--- src/rtl/pipe_mem_arbiter.sv ---
// rtl/pipe_mem_arbiter.sv - Wishbone arbiter sharing one master bus between the IF and MEM pipeline ports
// Optional bus watchdog: define ARB_TIMEOUT_EN.
module pipe_mem_arbiter #(
  parameter int ADDR_WIDTH     = 32,
  parameter int DATA_WIDTH     = 32,
  parameter int TIMEOUT_CYCLES = 255
) (
  input  logic                    clk_i,
  input  logic                    rst_ni,
  input  logic                    if_req_i,
  input  logic [ADDR_WIDTH-1:0]   if_addr_i,
  output logic                    if_ack_o,
  output logic [DATA_WIDTH-1:0]   if_rdata_o,
  output logic                    if_stall_o,
  input  logic                    mem_req_i,
  input  logic                    mem_we_i,
  input  logic [DATA_WIDTH/8-1:0] mem_sel_i,
  input  logic [ADDR_WIDTH-1:0]   mem_addr_i,
  input  logic [DATA_WIDTH-1:0]   mem_wdata_i,
  output logic                    mem_ack_o,
  output logic [DATA_WIDTH-1:0]   mem_rdata_o,
  output logic                    mem_stall_o,
  output logic                    wb_cyc_o,
  output logic                    wb_stb_o,
  output logic                    wb_we_o,
  output logic [ADDR_WIDTH-1:0]   wb_adr_o,
  output logic [DATA_WIDTH-1:0]   wb_dat_o,
  output logic [DATA_WIDTH/8-1:0] wb_sel_o,
  input  logic [DATA_WIDTH-1:0]   wb_dat_i,
  input  logic                    wb_ack_i,
  output logic                    bus_err_o
);

  typedef enum logic [1:0] {IDLE, BUS_MEM, BUS_IF, DONE} state_t;

  state_t state_q, state_d;
  logic   start_mem, start_if, finish, timeout, in_bus;

  assign in_bus = (state_q == BUS_MEM) || (state_q == BUS_IF);

`ifdef ARB_TIMEOUT_EN
  localparam int CLOG_W = $clog2(TIMEOUT_CYCLES + 1);
  localparam int CNT_W  = (CLOG_W > 8) ? CLOG_W : 8;

  logic [CNT_W-1:0] cnt_q;
  logic             bus_err_q;

  always_ff @(posedge clk_i or negedge rst_ni) begin
    if (!rst_ni) begin
      cnt_q <= '0;
    end else if (!in_bus) begin
      cnt_q <= '0;
    end else if (!wb_ack_i) begin
      cnt_q <= cnt_q + 1'b1;
    end
  end

  // Fires on the cycle the count would reach the limit; a same-cycle ack takes precedence.
  assign timeout = in_bus && !wb_ack_i && (cnt_q == CNT_W'(TIMEOUT_CYCLES - 1));

  always_ff @(posedge clk_i or negedge rst_ni) begin
    if (!rst_ni) bus_err_q <= 1'b0;
    else         bus_err_q <= timeout;
  end

  assign bus_err_o = bus_err_q;
`else
  assign timeout   = 1'b0;
  assign bus_err_o = 1'b0;
`endif

  always_ff @(posedge clk_i or negedge rst_ni) begin
    if (!rst_ni) state_q <= IDLE;
    else         state_q <= state_d;
  end

  always_comb begin
    state_d   = state_q;
    start_mem = 1'b0;
    start_if  = 1'b0;
    finish    = 1'b0;
    case (state_q)
      IDLE: begin
        if (mem_req_i) begin
          start_mem = 1'b1;
          state_d   = BUS_MEM;
        end else if (if_req_i) begin
          start_if = 1'b1;
          state_d  = BUS_IF;
        end
      end
      BUS_MEM, BUS_IF: begin
        if (wb_ack_i || timeout) begin
          finish  = 1'b1;
          state_d = DONE;
        end
      end
      default: state_d = IDLE;
    endcase
  end

  always_ff @(posedge clk_i or negedge rst_ni) begin
    if (!rst_ni) begin
      wb_cyc_o    <= 1'b0;
      wb_stb_o    <= 1'b0;
      wb_we_o     <= 1'b0;
      wb_adr_o    <= '0;
      wb_dat_o    <= '0;
      wb_sel_o    <= '0;
      if_ack_o    <= 1'b0;
      mem_ack_o   <= 1'b0;
      if_rdata_o  <= '0;
      mem_rdata_o <= '0;
    end else begin
      if_ack_o  <= finish && (state_q == BUS_IF);
      mem_ack_o <= finish && (state_q == BUS_MEM);
      if (start_mem) begin
        wb_cyc_o <= 1'b1;
        wb_stb_o <= 1'b1;
        wb_we_o  <= mem_we_i;
        wb_adr_o <= mem_addr_i;
        wb_dat_o <= mem_wdata_i;
        wb_sel_o <= mem_sel_i;
      end else if (start_if) begin
        wb_cyc_o <= 1'b1;
        wb_stb_o <= 1'b1;
        wb_we_o  <= 1'b0;
        wb_adr_o <= if_addr_i;
        wb_sel_o <= '1;
      end else if (finish) begin
        wb_cyc_o <= 1'b0;
        wb_stb_o <= 1'b0;
      end
      // A watchdog completion returns zero instead of whatever is on the bus.
      if (finish && (state_q == BUS_MEM)) mem_rdata_o <= wb_ack_i ? wb_dat_i : '0;
      if (finish && (state_q == BUS_IF))  if_rdata_o  <= wb_ack_i ? wb_dat_i : '0;
    end
  end

  assign if_stall_o  = if_req_i & ~if_ack_o;
  assign mem_stall_o = mem_req_i & ~mem_ack_o;

endmodule

--- config.mk ---
export PLATFORM = sky130hd
export DESIGN_NAME = pipe_mem_arbiter
export DESIGN_NICKNAME = d
export VERILOG_FILES = /design/src/rtl/pipe_mem_arbiter.sv
export SDC_FILE = /design/constraint.sdc
export NUM_CORES = 1
export LEC_CHECK = 0
export BUFFER_PORTS_ARGS = -buffer_cell sky130_fd_sc_hd__buf_2
export CORE_ASPECT_RATIO = 0.5
export CORE_MARGIN = 4
export CORE_UTILIZATION = 40
export DETAILED_ROUTE_END_ITERATION = 10
export PLACE_DENSITY = 0.79
export SYNTH_ARGS = -nofsm -noshare
export SYNTH_HDL_FRONTEND = slang
export SYNTH_SLANG_ARGS = --single-unit
--- constraint.sdc ---
create_clock -name clk_i -period 1.5 [get_ports clk_i]
set_input_delay 0.15 -clock clk_i [delete_from_list [all_inputs] [get_ports clk_i]]
set_output_delay 0.15 -clock clk_i [all_outputs]
set_load 0.01 [all_outputs]
# Word level (Yosys, flattened, before mapping)
# Cells that the tools add are included.
# classes
reduce_logical	7
n_eq_ne	4
n_bitwise	4
n_mux	21
# ops
operator	count
32-bit 2-to-1 mux	3
1-bit 2-to-1 mux	12
4-bit 2-to-1 mux	2
2-bit 2-to-1 mux	3
2-bit one-hot mux with 2 select lines	1
3-bit inequality test, second input constant	1
3-bit nonzero test	1
1-bit AND	2
2-bit by 1-bit equality test with 1-bit output, second input constant	1
2-bit equality test, second input constant	1
1-bit logical AND	2
2-bit zero test	1
2-bit inequality test, second input constant	1
1-bit NOT	2
2-bit AND reduction	1
2-bit nonzero test	1
2-bit OR reduction	1
# totals
output_inout_bits	140
elab_cells	46
input_bits	138
reg_bits	138

# Longest topological paths before layout
# logic_depth
depth_word	6
depth_mapped	7
depth_no_buf	5

# Worst setup path before layout
# Ideal clock, no wire load.
# synth_path
kind	register -> register
from	reg state_q[0]
to	reg wb_adr_o[17]
setup_slack_ps	-161
synth_period_minus_slack_ps	1661
stages_incl_launch_ff	8
arrival_time_ps	1536
required_ps	1375
setup_time_ps	125
n_path_buf	2
path_cell_list	dfrtp_1 -> inv_1 -> ha_1 -> nand2_4 -> nand2_1 -> buf_6 -> buf_6 -> mux2_4
# synth_via
elab_chain_cells	3
elab_cells_between_ends	5
classes_between	mux (3); reduce/logical (2)
# synth_lines
item	line_no	source
from (decl)	36	state_t state_q, state_d;
from (signal assigned)	74	else state_q <= state_d;
2-bit zero test *	82	case (state_q)
1-bit 2-to-1 mux	82	
32-bit 2-to-1 mux / 2-bit nonzero test (equally long branches)	n/a	
to (signal assigned)	121	wb_adr_o <= mem_addr_i;
to (signal assigned)	128	wb_adr_o <= if_addr_i;
to (decl)	26	output logic [ADDR_WIDTH-1:0] wb_adr_o,
# Every way passes the cells marked *; elsewhere a longest branch is shown, timed or not.
# A chain may end at the register's enable or synchronous reset.

# Final worst setup path
# layout_path
from	reg state_q[1]
to	reg wb_adr_o[4]
# The elaborated chain is that of the path after synthesis.

==> impl_results.md <==
* Critical path class: reg -> reg
* Vias per inst at 4.75
* Total clock sinks at approximately 140
* Final worst slack at -0.0855 ns
* Yosys warning count at 0
* Share of post-route cells with drive strength above 1 at 0.691
* Final instance area at 9320 um2
* Nets@finish at between 800 and 900
* Top achievable clock speed at roughly 0.63 GHz
* Post-synth top cells: dfrtp_1, mux2_2, mux2_4, buf_2, buf_6
* Total power at 19.9 mW
* Placed instance area at 7720 um2
* Mapped Cells at 352
* FF-to-FF Start: state_q[1]$_DFFE_PN0P_
* Hold WC Path Type: in -> reg
* Starting DRC count in detailed routing at 115
* Die Ht at 93.7 um
* DRT Pass-1 Iters at 4
* Post-layout min period at roughly 1.6 ns
* # DRC at 0
* CP Launch Point: state_q[1]$_DFFE_PN0P_
* Worst setup SP type: flip-flop
* Worst-Skew Late Latency at about 0.40 ns
* Clock root cell: clkbuf_16
* Core area at 14000 um2
* Syn Nets at 495
* Num CTS Buffers at 17
* Fraction of registers with async set/reset at 1.00
* Slew Viols, Final at 0
* Routed WL at 17200 um
* Final Util at 0.668
* RR Endpoint: wb_adr_o[4]$_DFFE_PN0P_
* Run status: finished, violations left
* Crit Path Max Fanout at 16
* Post-synth EDFFs at 0
* Worst VDD drop at slightly below 1 mV
* Initial antenna violation count at 0
* Final hold violations at 0
* R2R depth at 6
* Worst path arrival time at around 1.9 ns
* Distinct cells, synth at 23
* HPWL Detailed at 11400 um
* Clock skew at 0.0109 ns
* Starting density of the core at 0.421
* Largest net degree at the start of global routing at 47
* Most common cell in the synthesized netlist: dfrtp_1
* CTS H-Tree Depth at 4
* R2r setup slk at -0.09 ns
* Post-synthesis sequential area ratio at 0.587
* First-pass GRT wire length at 26300 um
* Synth area leader: dfrtp_1
* Failing checks: negative setup slack
* Max-cap violations at 0
* Number of I/O pins at 278
* Ys flop type: dfrtp_1
* CTS tree: yes
* Via count of the first global-routing pass at 5058
* Leakage at 4.79 nW
* Number of setup violations in the final report at just under 70
* FP Rows at 30
* Hold slack at approximately 0.021 ns
* Die area at 16800 um2
* Via count at 4470
* Capture point of the critical path: wb_adr_o[4]$_DFFE_PN0P_
* Register bit count reported by yosys at between 100 and 150
* Total gr overflow at 0
* Clk slew on worst S/H paths at ~0.06 ns
* Syn Area/Cell at 16.7 um2
* RSZ-0062 raised after global routing: true
* Endpoint type of the worst setup path: flip-flop
* ANT nets after route at 0
* All-Layer GR Usage at 0.197
* Period utilisation layout at 1.06
* Die width at 179 um
* Buffers on Ports at about 280
* GPL Wtd Cong at 0.802
* Mapped Area at 5880 um2
* Most area-consuming cells after synthesis: dfrtp_1, mux2_2, mux2_4
* Max Buffers Root-to-Sink at 2
* WL per Instance at between 15 and 20 um
* Synth-to-layout area growth at 58.6%
* Pwr dens at 2130 nW/um2
* Crit path required time at 1.78 ns
* Area share of the largest cell type after synthesis at 0.587
==> critical path: stages (launching register included) <==
cell and delay (ns):
dfrtp_1 0.39, inv_2 0.09, ha_4 0.17, nand2_8 0.08, buf_12 0.17, mux2_4 0.30
mux2_4 0.26
==> per-layer routing <==
layer / global-route usage / part of all wire / up-vias
li1: - / - / 2016
met1: 0.210 / 0.36 / 2297
met2: 0.383 / 0.58 / 121
met3: 0.0379 / 0.034 / 36
met4: 0.0881 / 0.027 / 0
met5: 0 / 0 / -
==> worst min path at each step <==
stage / from / endpoint / slack [ns] / cells after the start
floorplan: rst_ni / if_ack_o$_DFF_PN0_ / -0.15 / 0
global placement: rst_ni / if_rdata_o[24]$_DFFE_PN0P_ / 0.11 / 1
detailed placement: rst_ni / if_rdata_o[0]$_DFFE_PN0P_ / 0.11 / 1
CTS: wb_dat_i[11] / mem_rdata_o[11]$_DFFE_PN0P_ / 0.002 / 2
global route: wb_dat_i[11] / if_rdata_o[11]$_DFFE_PN0P_ / 0.01 / 2
finish: wb_dat_i[11] / if_rdata_o[11]$_DFFE_PN0P_ / 0.02 / 2
==> cell type report <==
class	instances	area, um2
well taps	192	240
multi-input cells	189	2410
clock buffers	19	443
diodes	2	5.00
flip-flops and latches	138	3450
repair buffers	383	2590
clock inverters	13	155
fillers	1004	4640
inverters	6	22.5
==> layout by cell type (no fill, tap or decap), types with 2 or more instances in the layout <==
cell and count:
buf_4 18, inv_1 4, dfrtp_1 138, ha_1 2, buf_2 275, diode_2 2
mux2_2 77, nor2b_1 2, o22a_1 4, buf_12 10, inv_2 2, inv_6 6
clkbuf_16 19, buf_16 2, bufinv_16 2, buf_6 7, dlygate4sd3_1 68, mux2_4 84
clkinvlp_4 3, ha_4 3
==> state kept, by name (all words and copies together) (netlist names) <==
signal / count
wb_stb_o: 1
if_ack_o: 1
wb_we_o: 1
if_rdata_o: 32
mem_ack_o: 1
mem_rdata_o: 32
wb_adr_o: 32
wb_sel_o: 4
state_q: 2
wb_dat_o: 32
==> repair_timing <==
action | CTS | global route
gates resized for setup | 22 | 19
buffers inserted | 5 | 1
endpoints found under the setup margin | 95 | 117
hold endpoints to repair | 132 | 0
hold buffers | 68 | 0
pin swaps | 0 | 1
cloned | 3 | 2
==> where the power goes <==
part           switching [mW]  leakage [nW]  total (mW)  internal [mW]
registers                1.02          1.63        6.66           5.64
clock network            1.69         0.284        4.23           2.54
logic                    3.85          2.87        8.97           5.11
total                    6.56          4.79        19.9           13.3
==> per-stage QoR <==
stage | setup slack, ns | cells | setup TNS [ns]
after floorplan | -0.0379 | 352 | -1.16
after detailed placement | -0.0959 | 830 | -3.99
final | -0.0855 | 942 | -2.52
after global routing | -0.134 | 940 | -6.30
after CTS | -0.0928 | 938 | -2.39
after global placement | -0.0548 | 830 | -2.96
==> kinds of logic after synthesis <==
| family | Yosys count | share of synthesized area |
|---|---|---|
| other | 1 | 0.000638 |
| DFF | 138 | 0.587 |
| buffers and inverters | 25 | 0.0287 |
| adders and majority gates | 5 | 0.0106 |
| AOI/OAI and AO/OA | 9 | 0.0111 |
| and+or+nand+nor | 12 | 0.0121 |
| muxes | 162 | 0.350 |
(Power assumes the default switching activity.)
